### src/rtl/ps_pkg.sv
// Shared types for the hardware-loop program sequencer: loop frame record and
// next-address select encoding.
package ps_pkg;

  // Frame fields are sized for the largest supported address/count widths;
  // the top level zero-extends into them and truncates back out.
  localparam int unsigned PS_ADDR_MAX = 32;
  localparam int unsigned PS_CNT_MAX  = 32;

  typedef logic [PS_ADDR_MAX-1:0] frame_addr_t;
  typedef logic [PS_CNT_MAX-1:0]  frame_cnt_t;

  typedef struct packed {
    frame_addr_t start;
    frame_addr_t end_addr;
    frame_cnt_t  remaining;
    logic        valid;
  } loop_frame_t;

  typedef enum logic [1:0] {
    NEXT_RST,
    NEXT_JMP,
    NEXT_LOOP,
    NEXT_INC
  } next_sel_t;

endpackage

### src/rtl/ps_loop_stack.sv
// Nested loop-frame stack. Entry 0 is always the innermost (top) frame;
// pop/decrement are applied before a same-cycle push.
module ps_loop_stack
  import ps_pkg::*;
#(
  parameter int unsigned LOOP_DEPTH = 4,
  parameter int unsigned LVL_W      = $clog2(LOOP_DEPTH + 1)
) (
  input  logic             clk,
  input  logic             reset,
  input  logic             push,
  input  logic             pop,
  input  logic             dec,
  input  loop_frame_t      new_frame,
  output loop_frame_t      top_frame,
  output logic [LVL_W-1:0] level,
  output logic             ovf
);

  loop_frame_t      frames     [LOOP_DEPTH];
  loop_frame_t      frames_nxt [LOOP_DEPTH];
  logic [LVL_W-1:0] level_nxt;
  logic             ovf_nxt;

  always_comb begin
    frames_nxt = frames;
    level_nxt  = level;
    ovf_nxt    = ovf;
    if (dec) begin
      frames_nxt[0].remaining = frames[0].remaining - frame_cnt_t'(1);
    end
    if (pop) begin
      for (int unsigned i = 0; i + 1 < LOOP_DEPTH; i++) begin
        frames_nxt[i] = frames_nxt[i+1];
      end
      frames_nxt[LOOP_DEPTH-1] = '0;
      level_nxt = level_nxt - LVL_W'(1);
    end
    // Fullness is judged after the pop so a same-cycle pop+push always fits.
    if (push) begin
      if (level_nxt == LVL_W'(LOOP_DEPTH)) begin
        ovf_nxt = 1'b1;
      end else begin
        for (int unsigned i = LOOP_DEPTH - 1; i > 0; i--) begin
          frames_nxt[i] = frames_nxt[i-1];
        end
        frames_nxt[0] = new_frame;
        level_nxt = level_nxt + LVL_W'(1);
      end
    end
  end

  always_ff @(posedge clk or posedge reset) begin
    if (reset) begin
      frames <= '{default: '0};
      level  <= '0;
      ovf    <= 1'b0;
    end else begin
      frames <= frames_nxt;
      level  <= level_nxt;
      ovf    <= ovf_nxt;
    end
  end

  assign top_frame = frames[0];

endmodule

### src/rtl/program_sequencer_hwloop.sv
// Program sequencer with jmp/jmp_nz and a nested hardware-loop stack.
// Optional feature macro: PS_LOOP_BREAK_EN adds the loop_break input.
module program_sequencer_hwloop
  import ps_pkg::*;
#(
  parameter int unsigned PM_AW      = 8,
  parameter int unsigned JA_W       = 4,
  parameter int unsigned LOOP_DEPTH = 4,
  parameter int unsigned LEN_W      = 4,
  parameter int unsigned CNT_W      = 8
) (
  input  logic                               clk,
  input  logic                               reset,
  input  logic                               jmp,
  input  logic                               jmp_nz,
  input  logic                               dont_jmp,
  input  logic [JA_W-1:0]                    jmp_addr,
  input  logic                               loop_start,
  input  logic [LEN_W-1:0]                   loop_len,
  input  logic [CNT_W-1:0]                   loop_cnt,
`ifdef PS_LOOP_BREAK_EN
  input  logic                               loop_break,
`endif
  output logic [PM_AW-1:0]                   pm_addr,
  output logic [PM_AW-1:0]                   pc,
  output logic [$clog2(LOOP_DEPTH+1)-1:0]    loop_level,
  output logic                               loop_ovf
);

  localparam int unsigned LVL_W = $clog2(LOOP_DEPTH + 1);

  loop_frame_t      top_frame;
  loop_frame_t      new_frame;
  next_sel_t        sel;
  logic             push, pop, dec;
  logic             jump_taken, at_end, brk;
  logic [PM_AW-1:0] pc_inc, pc_end;

  assign pc_inc     = pc + PM_AW'(1);
  assign pc_end     = pc + PM_AW'(loop_len);
  assign jump_taken = jmp | (jmp_nz & ~dont_jmp);
  assign at_end     = top_frame.valid && (top_frame.end_addr == frame_addr_t'(pc));
  assign push       = loop_start && (loop_len != '0);

`ifdef PS_LOOP_BREAK_EN
  assign brk = loop_break & top_frame.valid;
`else
  assign brk = 1'b0;
`endif

  always_comb begin
    new_frame           = '0;
    new_frame.start     = frame_addr_t'(pc_inc);
    new_frame.end_addr  = frame_addr_t'(pc_end);
    new_frame.remaining = (loop_cnt == '0) ? frame_cnt_t'(1) : frame_cnt_t'(loop_cnt);
    new_frame.valid     = 1'b1;
  end

  // A taken jump leaves the stack untouched, even at a loop end address.
  always_comb begin
    sel = NEXT_INC;
    pop = 1'b0;
    dec = 1'b0;
    if (reset) begin
      sel = NEXT_RST;
    end else if (jump_taken) begin
      sel = NEXT_JMP;
    end else if (brk) begin
      sel = NEXT_LOOP;
      pop = 1'b1;
    end else if (at_end) begin
      if (top_frame.remaining > frame_cnt_t'(1)) begin
        sel = NEXT_LOOP;
        dec = 1'b1;
      end else begin
        pop = 1'b1;
      end
    end
  end

  always_comb begin
    pm_addr = '0;
    unique case (sel)
      NEXT_RST:  pm_addr = '0;
      NEXT_JMP:  pm_addr = PM_AW'(jmp_addr) << (PM_AW - JA_W);
      NEXT_LOOP: pm_addr = brk ? PM_AW'(top_frame.end_addr) + PM_AW'(1)
                               : PM_AW'(top_frame.start);
      default:   pm_addr = pc_inc;
    endcase
  end

  always_ff @(posedge clk or posedge reset) begin
    if (reset) begin
      pc <= '0;
    end else begin
      pc <= pm_addr;
    end
  end

  ps_loop_stack #(
    .LOOP_DEPTH (LOOP_DEPTH),
    .LVL_W      (LVL_W)
  ) u_stack (
    .clk       (clk),
    .reset     (reset),
    .push      (push),
    .pop       (pop),
    .dec       (dec),
    .new_frame (new_frame),
    .top_frame (top_frame),
    .level     (loop_level),
    .ovf       (loop_ovf)
  );

endmodule

### config.mk
export PLATFORM = sky130hd
export DESIGN_NAME = program_sequencer_hwloop
export DESIGN_NICKNAME = d
export VERILOG_FILES = /design/src/rtl/ps_pkg.sv /design/src/rtl/ps_loop_stack.sv /design/src/rtl/program_sequencer_hwloop.sv
export SDC_FILE = /design/constraint.sdc
export NUM_CORES = 1
export LEC_CHECK = 0
export BUFFER_PORTS_ARGS = -buffer_cell sky130_fd_sc_hd__buf_2
export CORE_ASPECT_RATIO = 0.7
export CORE_MARGIN = 1.5
export CORE_UTILIZATION = 35
export DETAILED_ROUTE_END_ITERATION = 7
export HOLD_SLACK_MARGIN = 0.02
export PLACE_DENSITY = 0.62
export SYNTH_ARGS = -nofsm -noshare
export SYNTH_HDL_FRONTEND = slang
export SYNTH_SLANG_ARGS = --single-unit
### constraint.sdc
create_clock -name clk -period 17.6 [get_ports clk]
set_input_delay 3.52 -clock clk [delete_from_list [all_inputs] [get_ports clk]]
set_output_delay 3.52 -clock clk [all_outputs]
set_load 0.01 [all_outputs]
==> results.py, run 1 <==
metrics = {
    "logic_synthesis": {
        "synth_largest_area_cell": "dfrtp_1",
        "ys_warn_count": 0,
        "synth.most_common_cell": "dfrtp_1",
        "syn_nets": 1364,
        "synth_common_cells": "dfrtp_1, nor2_1, o22ai_1",
        "yosys.area.top_type_share_pct": 56.87,
        "syn_inst": 1333,
        "ys_seq_area_share_pct": 56.87,
        "synthDistinctLibCells": 58,
        "async_reset_ff_share_pct": 100.0,
        "synth_area_leaders": "dfrtp_1, nor2_1, o22ai_1",
        "synth_area_mm2": 0.01338,
        "avgSynthCellArea_um2": 10.03,
        "ys_seq_elements": 304,
        "synthFlopType": "dfrtp_1",
        "synth_edf_count": 0,
    },
    "timing": {
        "hold_violations": 0,
        "rsz0062_at_grt": "no",
        "period_needed_ns": 9.531,
        "max_slew.worst_pin.slew_ns": 1.226,
        "slew_violations": 0,
        "min_period_over_period_pct": 54.15,
        "finClkSkew_ns": 0.01332,
        "setup_viol": 0,
        "slew_headroom_pct": 18.26,
        "setup_tns_ns": 0,
        "max_freq_mhz": 104.9,
    },
    "global_routing": {
        "use_met1_pct": 26.52,
        "grt_pass1_wl_mm": 56.06,
        "antenna_found_initial": 1,
        "grt-ovfl-total": 0,
        "grt_max_degree": 96,
        "grt_use_met2_pct": 25.23,
        "grt_pass1_vias": 10065,
        "grt-busiest-layer": "met1",
        "use_met3_pct": 3.216,
        "grt.total_usage_pct": 17.40,
    },
    "critical_path": {
        "r2r_slack_ns": 12.65,
        "r2r_cells": 9,
        "end_kind": "primary output",
        "rr_endpoint": "u_stack.frames[235]",
        "path_class": "input pin to primary output",
        "cp_max_fo": 10,
        "worstPathArrival_ns": 6.01,
        "cp-start-kind": "input pin",
        "reg2reg_from": "u_stack.top_frame[49]",
        "crit_required_ns": 14.08,
    },
    "cts": {
        "cts_setup_buffers": 0,
        "htree_levels": 1,
        "cts_root_buf": "clkbuf_16",
        "cts_resized": 0,
        "cts_tree": "yes",
        "clockBufferDepth": 3,
        "numCtsBuffers": 30,
        "hold_buffers": 0,
        "clock-sinks": 304,
        "clkLatencyLatePin_ns": 0.57,
        "clk_transition_reported_paths_ns": 0.06,
    },
    "pwr": {
        "power.total_mw": 2.271,
        "power.leakage_nw": 6.613,
        "vdd_ir_drop_max_mv": 0.09242,
        "power.density_mw_per_mm2": 150.1,
    },
    "layout": {
        "drive_above_1_share_pct": 9.860,
        "antennaDiodeCount": 0,
        "nNetsFinal": 1368,
        "fillers": 3521,
        "layout-area-overhead-vs-synth_pct": 13.12,
    },
    "flow_run": {
        "drv_cap": 0,
    },
    "route": {
        "drc": 0,
        "ant_nets": 0,
        "finalWirelength_mm": 34.27,
        "vias": 10288,
        "firstDrtPassIters": 5,
        "drt_iter0_drc": 996,
        "viasPerCell": 5.570,
        "wl_per_cell_um": 18.55,
    },
    "floorplan": {
        "die_h_um": 166.6,
        "core-area_mm2": 0.03743,
        "io_pins": 42,
        "num_rows": 59,
        "start_util_pct": 35.74,
        "dieArea_mm2": 0.03942,
        "die_x_um": 236.7,
    },
    "outcome": {
        "status": "completed",
    },
    "placement": {
        "gp_congestion": 0.8697,
        "io_buffers": 41,
        "dpl.hpwl_mm": 20.58,
    },
    "min_path": {
        "holdPathStages": 1,
        "min_from": "u_stack.ovf",
        "hp-class": "flip-flop to flip-flop",
        "min_to": "u_stack.ovf",
    },
}
cell families after synthesis:
kind of cell / synth area share [%]
AO/OA/AOI/OAI: 19.14
XOR/XNOR: 2.881
adder cells (fa/ha/maj): 0.8980
buffers and inverters: 3.059
flip-flops: 56.87
multiplexers: 1.020
AND/OR/NAND/NOR: 16.14
layout by cell type (no fill, tap or decap), types with 16 or more instances in the layout:
| master | n |
|---|---|
| dfrtp_1 | 304 |
| clkbuf_16 | 31 |
| nand2_1 | 112 |
| xor2_1 | 19 |
| buf_4 | 18 |
| a21oi_1 | 94 |
| nor2_1 | 263 |
| buf_2 | 41 |
| a22oi_1 | 25 |
| nor2b_1 | 19 |
| a22o_1 | 75 |
| a211oi_1 | 16 |
| o22ai_1 | 116 |
| xnor2_1 | 25 |
metal layers:
layer,wire (um),part of all wire (%),up-vias
met4,737,2.2,0
li1,-,-,4808
met5,0,0,-
met2,14610,43,248
met3,1788,5.2,40
met1,17140,50,5192
layout make-up:
| type | count | area (um2) | area share, % |
|---|---|---|---|
| Clock inverter | 12 | 185.2 | 1.224 |
| Tap cell | 488 | 610.6 | 4.035 |
| Timing Repair Buffer | 59 | 340.3 | 2.249 |
| Sequential cell | 304 | 7607 | 50.27 |
| Multi-Input combinational cell | 931 | 5443 | 35.97 |
| Inverter | 11 | 48.80 | 0.3225 |
| Clock buffer | 42 | 897.1 | 5.929 |
critical path, stage by stage:
cell and delay [ns]:
buf_2 0.09, nor2b_1 0.13, nor3_1 0.54, nand3_1 0.46, nor3_2 0.71, nand2_1 0.12
o31ai_1 0.19, buf_2 0.24
through the flow:
step / instance area, um2 / util, % / instances / hold WS [ns] / setup slack, ns
floorplan: 13380 / - / 1333 / 0.4615 / 1.692
global placement: 14050 / 37.54 / 1793 / 0.4617 / 8.119
detailed placement: 14050 / 37.54 / 1793 / 0.4695 / 8.019
CTS: 15130 / 40.43 / 1847 / 0.4920 / 8.020
global route: 15130 / 40.43 / 1847 / 0.5059 / 7.791
finish: 15130 / 40.43 / 1847 / 0.4950 / 8.069
power by group:
part	leakage (nW)	internal [mW]	total [mW]	switching [mW]
Combinational	2.33	0.211	0.486	0.275
Clock	0.541	0.426	0.700	0.274
Sequential	3.74	0.917	1.09	0.169
Total	6.61	1.55	2.27	0.718
worst max path at each step:
stage,start,cells after the start,to
detailed placement,jmp_nz,8,pm_addr[3]
global placement,jmp_nz,8,pm_addr[3]
global route,jmp_nz,8,pm_addr[0]
floorplan,reset,5,pm_addr[4]
finish,jmp_nz,8,pm_addr[3]
CTS,jmp_nz,8,pm_addr[3]
registers in the layout (all words and copies together), names as in the netlist:
name / flops
u_stack.frames: 219
pc: 8
u_stack.top_frame: 73
u_stack.ovf: 1
u_stack.level: 3
Note: power is estimated with default switching activity, not from simulation.
==> inputs of run 2 (changes only) <==
==> constraint.sdc (replaced) <==
create_clock -name clk -period 8.77 [get_ports clk]
set_input_delay 1.754 -clock clk [delete_from_list [all_inputs] [get_ports clk]]
set_output_delay 1.754 -clock clk [all_outputs]
set_load 0.01 [all_outputs]
==> run 2 against run 1 <==
  * Register-to-register slack got worse by 8.6 ns
  * Critical path depth fell by 1
  * Setup slack got worse by 5.2 ns
  * Global-route usage rose by 0.47 points
==> results.py, run 2 (synthesis gave the netlist of run 1 again) <==
metrics = {
    "outcome": {
        "status": "completed",
    },
    "layout": {
        "mostFrequentLayoutCell": "dfrtp_1",
        "fin_area_mm2": 0.01508,
        "largest_reg_flops": 219,
        "antennaDiodeCount": 0,
        "drive_above_1_share_pct": 9.758,
        "largest_register": "u_stack.frames",
        "instances_no_fill": 1851,
        "layout-area-overhead-vs-synth_pct": 12.75,
        "nNetsFinal": 1370,
        "final_cell_mix": "dfrtp_1, nor2_1, o22ai_1",
    },
    "pwr": {
        "vdd_ir_drop_max_mv": 0.1968,
        "power.density_mw_per_mm2": 297.8,
        "power.leakage_nw": 6.573,
    },
    "placement": {
        "dp_cells": 1794,
        "gp_congestion": 0.8383,
        "preCtsSetupSlack_ns": 2.764,
        "io_buffers": 41,
        "placed_area_mm2": 0.01407,
        "dpl.hpwl_mm": 21.44,
    },
    "timing": {
        "min_period_over_period_pct": 67.74,
        "holdWs_ns": 0.4887,
        "hold_violations": 0,
        "slew_violations": 0,
        "finClkSkew_ns": 0.01228,
        "max_freq_mhz": 168.3,
        "slew_headroom_pct": 29.55,
        "fin_ws_ns": 2.829,
        "setup_viol": 0,
        "period_needed_ns": 5.941,
        "rsz0062_at_grt": "no",
        "max_slew.worst_pin.slew_ns": 1.049,
    },
    "cts": {
        "cts_root_buf": "clkbuf_16",
        "hold_buffers": 0,
        "clkLatencyLatePin_ns": 0.56,
        "numCtsBuffers": 31,
        "htree_levels": 1,
        "cts_setup_buffers": 0,
        "cts_resized": 0,
        "clk_transition_reported_paths_ns": 0.06,
        "clockBufferDepth": 3,
        "cts_tree": "yes",
        "clock-sinks": 304,
    },
    "floorplan": {
        "start_util_pct": 35.74,
        "num_rows": 59,
        "io_pins": 42,
        "die_x_um": 236.7,
        "die_h_um": 166.6,
        "core-area_mm2": 0.03743,
        "dieArea_mm2": 0.03942,
    },
    "global_routing": {
        "grt-ovfl-total": 0,
        "antenna_found_initial": 1,
        "grt_max_degree": 85,
        "grt_pass1_vias": 10105,
        "grt.total_usage_pct": 17.87,
        "grt_pass1_wl_mm": 57.19,
    },
    "critical_path": {
        "reg2reg_from": "u_stack.top_frame[25]",
        "end_kind": "primary output",
        "rr_endpoint": "u_stack.frames[208]",
        "path_class": "input pin to primary output",
        "worstPathArrival_ns": 4.19,
        "r2r_cells": 8,
        "crit_required_ns": 7.02,
        "cp-start-kind": "input pin",
        "r2r_slack_ns": 4.08,
        "cp_max_fo": 37,
    },
    "route": {
        "wl_met2_mm": 15.73,
        "finalWirelength_mm": 35.48,
        "drc": 0,
        "vias": 10420,
        "firstDrtPassIters": 7,
        "highest_layer": "met5",
        "wl_met3_mm": 2.092,
        "viasPerCell": 5.629,
        "drt_iter0_drc": 865,
        "ant_nets": 0,
        "wl_per_cell_um": 19.17,
        "wl_met1_mm": 16.84,
    },
    "min_path": {
        "holdPathStages": 2,
        "min_from": "u_stack.frames[150]",
        "hp-class": "flip-flop to flip-flop",
        "min_to": "u_stack.frames[247]",
    },
    "flow_run": {
        "drv_cap": 0,
    },
}
[run 2: cell count changes in the layout (fill, tap and decap cells not counted), sizes merged]
| cell | delta |
|---|---|
| buf | +1 |
| bufinv | -3 |
| clkbuf | +5 |
| clkinvlp | +2 |
| inv | -1 |
[run 2: worst max path at each step]
stage,from,end,slack (ns),cells past startpoint
2_1_floorplan,reset,pm_addr[4],-0.90,5
3_3_place_gp,reset,pm_addr[6],2.82,7
3_5_place_dp,reset,pm_addr[7],2.76,7
4_1_cts,reset,pm_addr[7],2.76,7
5_1_grt,reset,pm_addr[7],2.56,7
6_report,reset,pm_addr[7],2.83,7
[run 2: metrics by stage]
stage	TNS [ns]	total power [mW]	utilization [%]
global route	0	4.745	40.30
finish	0	4.491	40.30
detailed placement	0	3.186	37.59
CTS	0	4.511	40.30
floorplan	-6.183	2.865	-
global placement	0	3.137	37.59
[run 2: worst max-delay path: stages]
cell and delay [ns]:
buf_2 0.18, clkinvlp_4 0.65, nand2_1 0.63, a21oi_2 0.15, or3_1 0.40, o31ai_1 0.16
buf_2 0.24
[run 2: final cells by class]
class                   count  area [um2]
fillers                  3523       22350
flip-flops and latches    304        7607
multi-input cells         931        5446
clock buffers              47       905.9
well taps                 488       610.6
repair buffers             60       360.3
clock inverters            10       106.4
inverters                  11       45.04
[run 2: report_power, final]
| group | internal (mW) | total, mW | switching [mW] |
|---|---|---|---|
| clock network | 0.767 | 1.31 | 0.545 |
| logic | 0.428 | 0.994 | 0.566 |
| registers | 1.84 | 2.18 | 0.345 |
| total | 3.03 | 4.49 | 1.46 |
[run 2: per-layer routing]
metal	GRT usage, %	vias to the layer above
met5	0	-
met4	4.487	2
met3	2.752	54
met2	27.49	304
met1	26.31	5250
li1	-	4810
